File: config.mk
export PLATFORM = sky130hd
export DESIGN_NAME = comparador_serial_der_izq_flat
export DESIGN_NICKNAME = d
export VERILOG_FILES = /design/src/rtl/comparador_serial_der_izq_if.sv /design/src/rtl/comparador_serial_der_izq.sv /design/src/flat_wrapper.sv
export SDC_FILE = /design/constraint.sdc
export NUM_CORES = 1
export LEC_CHECK = 0
export CAP_MARGIN = 20
export CORE_UTILIZATION = 50
export CTS_CLUSTER_DIAMETER = 100
export CTS_CLUSTER_SIZE = 12
export DETAILED_ROUTE_END_ITERATION = 10
export PLACE_DENSITY_LB_ADDON = 0.25
export SLEW_MARGIN = 5
export SYNTH_ARGS = -nofsm -noshare
export SYNTH_HDL_FRONTEND = slang
export SYNTH_SLANG_ARGS = --single-unit
File: constraint.sdc
create_clock -name clk -period 3.6 [get_ports clk]
set_input_delay 0.72 -clock clk [delete_from_list [all_inputs] [get_ports clk]]
set_output_delay 0.72 -clock clk [all_outputs]
set_load 0.1 [all_outputs]
File: src/rtl/comparador_serial_der_izq_if.sv
// Request/result bundle for the bit-serial comparator: the master side issues
// operands and a start request, the slave side returns status and the result.
interface comparador_serial_der_izq_if #(
  parameter int N = 8
);
  logic         inicio;
  logic         modo;
  logic [N-1:0] A;
  logic [N-1:0] B;
  logic         ocupado;
  logic         listo;
  logic         resultado;
  logic         igual;

  modport master (
    output inicio, modo, A, B,
    input  ocupado, listo, resultado, igual
  );

  modport slave (
    input  inicio, modo, A, B,
    output ocupado, listo, resultado, igual
  );
endinterface

File: src/rtl/comparador_serial_der_izq.sv
// Bit-serial magnitude comparator: one right-to-left cell iterated LSB first,
// one bit per clock, yielding A<B (modo=0) or A<=B (modo=1) plus an equality flag.
//
// state   | meaning
// REPOSO  | idle, waiting for inicio; operands captured on the accepting edge
// CALCULA | shifting through N bit pairs, updating p and eq
// FIN     | one-cycle listo pulse, result registers just updated
module comparador_serial_der_izq #(
  parameter int N = 8
) (
  input  logic                        clk,
  input  logic                        rst,
  comparador_serial_der_izq_if.slave  bus
);
  localparam int CW = $clog2(N);

  typedef enum logic [1:0] {
    REPOSO  = 2'd0,
    CALCULA = 2'd1,
    FIN     = 2'd2
  } state_t;

  state_t        state_q, state_d;
  logic [N-1:0]  reg_a_q, reg_a_d;
  logic [N-1:0]  reg_b_q, reg_b_d;
  logic [CW-1:0] cnt_q, cnt_d;
  logic          p_q, p_d;
  logic          eq_q, eq_d;
  logic          ocupado_q, ocupado_d;
  logic          listo_q, listo_d;
  logic          resultado_q, resultado_d;
  logic          igual_q, igual_d;

  logic a0, b0, p_next, eq_next;

  always_comb begin
    a0      = reg_a_q[0];
    b0      = reg_b_q[0];
    p_next  = (~a0 & b0) | (p_q & (~a0 | b0));
    eq_next = eq_q & ~(a0 ^ b0);

    state_d     = state_q;
    reg_a_d     = reg_a_q;
    reg_b_d     = reg_b_q;
    cnt_d       = cnt_q;
    p_d         = p_q;
    eq_d        = eq_q;
    resultado_d = resultado_q;
    igual_d     = igual_q;

    case (state_q)
      REPOSO: begin
        if (bus.inicio) begin
          reg_a_d = bus.A;
          reg_b_d = bus.B;
          p_d     = bus.modo;
          eq_d    = 1'b1;
          cnt_d   = '0;
          state_d = CALCULA;
        end
      end
      CALCULA: begin
        p_d     = p_next;
        eq_d    = eq_next;
        reg_a_d = reg_a_q >> 1;
        reg_b_d = reg_b_q >> 1;
        // Terminal bit: publish the result and hold cnt at N-1.
        if (cnt_q == CW'(N - 1)) begin
          resultado_d = p_next;
          igual_d     = eq_next;
          state_d     = FIN;
        end else begin
          cnt_d = cnt_q + CW'(1);
        end
      end
      FIN: begin
        state_d = REPOSO;
      end
      default: begin
        state_d = REPOSO;
      end
    endcase

    ocupado_d = (state_d == CALCULA);
    listo_d   = (state_d == FIN);
  end

  always_ff @(posedge clk or posedge rst) begin
    if (rst) begin
      state_q     <= REPOSO;
      reg_a_q     <= '0;
      reg_b_q     <= '0;
      cnt_q       <= '0;
      p_q         <= 1'b0;
      eq_q        <= 1'b0;
      ocupado_q   <= 1'b0;
      listo_q     <= 1'b0;
      resultado_q <= 1'b0;
      igual_q     <= 1'b0;
    end else begin
      state_q     <= state_d;
      reg_a_q     <= reg_a_d;
      reg_b_q     <= reg_b_d;
      cnt_q       <= cnt_d;
      p_q         <= p_d;
      eq_q        <= eq_d;
      ocupado_q   <= ocupado_d;
      listo_q     <= listo_d;
      resultado_q <= resultado_d;
      igual_q     <= igual_d;
    end
  end

  assign bus.ocupado   = ocupado_q;
  assign bus.listo     = listo_q;
  assign bus.resultado = resultado_q;
  assign bus.igual     = igual_q;
endmodule

File: src/flat_wrapper.sv
// flat-port wrapper written by rule: the top's interface ports become plain ports
module comparador_serial_der_izq_flat 
#(
  parameter int N = 8
)
  (clk, rst, bus_inicio, bus_modo, bus_A, bus_B, bus_ocupado, bus_listo, bus_resultado, bus_igual);
  comparador_serial_der_izq_if #(.N(N)) bus_i ();
  input  logic clk;
  input  logic rst;
  input wire logic [$bits(bus_i.inicio)-1:0] bus_inicio;
  input wire logic [$bits(bus_i.modo)-1:0] bus_modo;
  input wire logic [$bits(bus_i.A)-1:0] bus_A;
  input wire logic [$bits(bus_i.B)-1:0] bus_B;
  output wire logic [$bits(bus_i.ocupado)-1:0] bus_ocupado;
  output wire logic [$bits(bus_i.listo)-1:0] bus_listo;
  output wire logic [$bits(bus_i.resultado)-1:0] bus_resultado;
  output wire logic [$bits(bus_i.igual)-1:0] bus_igual;
  assign bus_i.inicio = bus_inicio;
  assign bus_i.modo = bus_modo;
  assign bus_i.A = bus_A;
  assign bus_i.B = bus_B;
  assign bus_ocupado = bus_i.ocupado;
  assign bus_listo = bus_i.listo;
  assign bus_resultado = bus_i.resultado;
  assign bus_igual = bus_i.igual;
  comparador_serial_der_izq #(.N(N)) u_core (.clk(clk), .rst(rst), .bus(bus_i));
endmodule
==> metrics <==
status=finished, final reports clean; IR drop worst, VDD=about 0.00055 V; pre-CTS WS=1.29 ns; Clock Skews=roughly 0.0073 ns; CTS Hold Bufs=0; DRC violations left=0; max incr delay on CP=1.13 ns; die width=~53 um; Final Hold Viols=0; most common cell after layout, fill and taps aside=dfrtp_1; Gate power share=0.493; Final ANT Viol Nets=0; critical path type=reg2out; cell breakdown of the critical path=clkdlybuf4s50_1; PnR worst setup slack=1.05 ns; I/O Pins=24; clk_lat worst skew=0.33 ns; worst path arrival time=~1.8 ns; initial drt markers=9; GP Congestion=around 0.74; slew of the pin with the lowest slew margin=0.969 ns; r2r endpoint=u_core.reg_b_q[5]; largest net degree at the start of global routing=28; final cell count without fillers=173; first-pass GRT wire length=4100 um; sequential area share after synthesis=0.527; Core Rows=17; Congestion Overflow GR=0; Reg2Reg Launch Point=u_core.state_q[0]; R2R depth=4; vias in the first global route=between 900 and 1000; worst-path maximum fanout=2; P&R area growth vs syn=20.7%; setup TNS=0 ns; Syn Std Cell Area=1280 um^2; Buf/Inv on CP=1; Compound-Gate Fraction of Synth Area=0.138; adder-cell share of the synthesized area=0.0391; detailed-route via count=between 900 and 1000; Mean Syn Cell Area=around 10 um^2; Rel. slew slack=0.352; Filler cells=roughly 190; total power=~1.3 mW; Setup crit start kind=flop; crit-path leading delay family=buffers and inverters; fmax=approximately 0.4 GHz; max_cap viols=0; Post-Route Utilization=0.667; RSZ-0062 raised after global routing=no; final critical-path required period=between 2 and 3 ns; clock slew at the register clock pins of the worst setup and hold paths=between 0.1 and 0.15 ns; worst hold stages=2; Worst Hold End=u_core.bus.resultado; Pint=between 700 and 800 uW; library cells used by synthesis=21; Setup Viol. Count Final=0; maximum clock path buffer count=2; Via density=5.29; Syn Inst Count=between 100 and 150; CTS sink cnt=27; Critical-path top delay cell=clkdlybuf4s50_1; commonest cells after routing, fill and taps aside=27 x dfrtp_1, 24 x nand2_1, 23 x clkdlybuf4s50_1; Initial Util=0.553; first-pass detailed-route iteration total=3; clock root buffer=clkbuf_4; dpl hpwl=1610 um; H-tree levels=1; Sw Pwr=around 560 uW; CORE AREA=roughly 2300 um^2; Ys Warns=0; Clk network pwr share=0.100; R2R Setup Slk=1.98 ns; Post-Place Cells=~170; Die Ht=approximately 53 um; Worst EP required=between 2 and 3 ns; critical path capture point type=output pin; pwr/cell area=836 nW/um^2; min-delay src=u_core.bus.resultado; CTS buffer count=3; Post-CTS Setup Bufs=0; simple-gate portion of the synthesized area=0.129; Synth Area in XOR/XNOR=0; fin crit share=0.707; Synth Net Count=around 150; antenna violations before repair=0; switching part of the total=0.430; register share of total power=0.407; Total Routed Length=around 2200 um; largest family of logic cells by synthesized area=compound AO/OA/AOI/OAI gates; die area=2770 um^2; fin. max-slew vios=0; Leakage=between 0.7 and 0.8 nW; register bit count reported by yosys=27; cts repair resizes=0; mux contribution to synthesized area=0.102; antenna cells=0; All-Layer GR Usage=0.213; WL/cell=approximately 13 um; Final Net Count=170; clock tree from TritonCTS=done; IO Port Bufs=23; layout cell share with drive strength beyond 1=0.0552; Hold WC Path Type=reg2reg
==> flip-flops by register name, summed over array words and instances, names as in the netlist <==
register / flops
u_core.bus.igual: 1
u_core.state_q: 2
u_core.reg_a_q: 8
u_core.p_q: 1
u_core.bus.listo: 1
u_core.bus.ocupado: 1
u_core.reg_b_q: 8
u_core.cnt_q: 3
u_core.bus.resultado: 1
u_core.eq_q: 1
==> synthesized netlist by cell type (all sizes together) <==
master / number / area [um^2]
ha: 4 / 50.1
nor2: 5 / 18.8
clkbuf: 1 / 5.00
nor2b: 5 / 38.8
buf: 6 / 60.1
o311ai: 1 / 8.76
mux2i: 13 / 130
a22o: 4 / 35.0
dfrtp: 27 / 676
nand3b: 1 / 7.51
o21bai: 1 / 7.51
inv: 5 / 18.8
o21ai: 22 / 110
and3b: 1 / 10.0
nand2: 24 / 90.1
a21oi: 3 / 15.0
==> power by group through the flow <==
stage                     sequential (mW)  combinational, mW  clock (mW)
after floorplan                     0.627              0.453           0
after CTS                           0.527              0.642       0.135
after detailed placement            0.533              0.643           0
after global placement              0.528              0.619           0
after global routing                0.546              0.723       0.150
final                               0.527              0.637       0.129
==> layout make-up <==
| cell class | instances | area [um^2] | share of cell area |
|---|---|---|---|
| flip-flops and latches | 27 | 676 | 0.437 |
| multi-input cells | 84 | 526 | 0.340 |
| repair buffers | 25 | 265 | 0.172 |
| well taps | 28 | 35.0 | 0.0227 |
| clock buffers | 4 | 26.3 | 0.0170 |
| inverters | 5 | 18.8 | 0.0121 |
==> worst max path at each step <==
stage                    startpoint                 to  slack [ns]  depth (start not counted)
5_1_grt        u_core.bus.resultado      bus_resultado        0.99                          1
4_1_cts            u_core.bus.igual          bus_igual        1.04                          1
2_1_floorplan      u_core.bus.igual          bus_igual        1.98                          0
3_5_place_dp             bus_inicio  u_core.reg_b_q[5]        1.29                          5
3_3_place_gp             bus_inicio  u_core.reg_b_q[2]        1.35                          4
6_report           u_core.bus.igual          bus_igual        1.05                          1
==> cells by family after synthesis <==
kind of cell,count (synthesis)
and+or+nand+nor,36
AOI/OAI and AO/OA,31
DFF,27
muxes,13
buffers and inverters,12
adders and majority gates,4
==> worst reg2reg max path: cells and delay by family, from the launching register on <==
kind	cells	cell delay [ns]
flip-flops	1	0.52
AO/OA/AOI/OAI	2	0.66
buffers and inverters	1	0.31
AND/OR/NAND/NOR	1	0.07
==> through the flow <==
step | hold WS [ns] | cell area [um^2]
floorplan | 0.450 | 1280
global placement | 0.453 | 1490
detailed placement | 0.458 | 1490
CTS | 0.489 | 1520
global route | 0.534 | 1550
finish | 0.483 | 1550
==> layer usage <==
layer	part of all wire	global-route usage
met1	0.46	0.255
met2	0.48	0.361
met3	0.040	0.0609
met4	0.014	0.0789
met5	0	0
(Power assumes the default switching activity.)
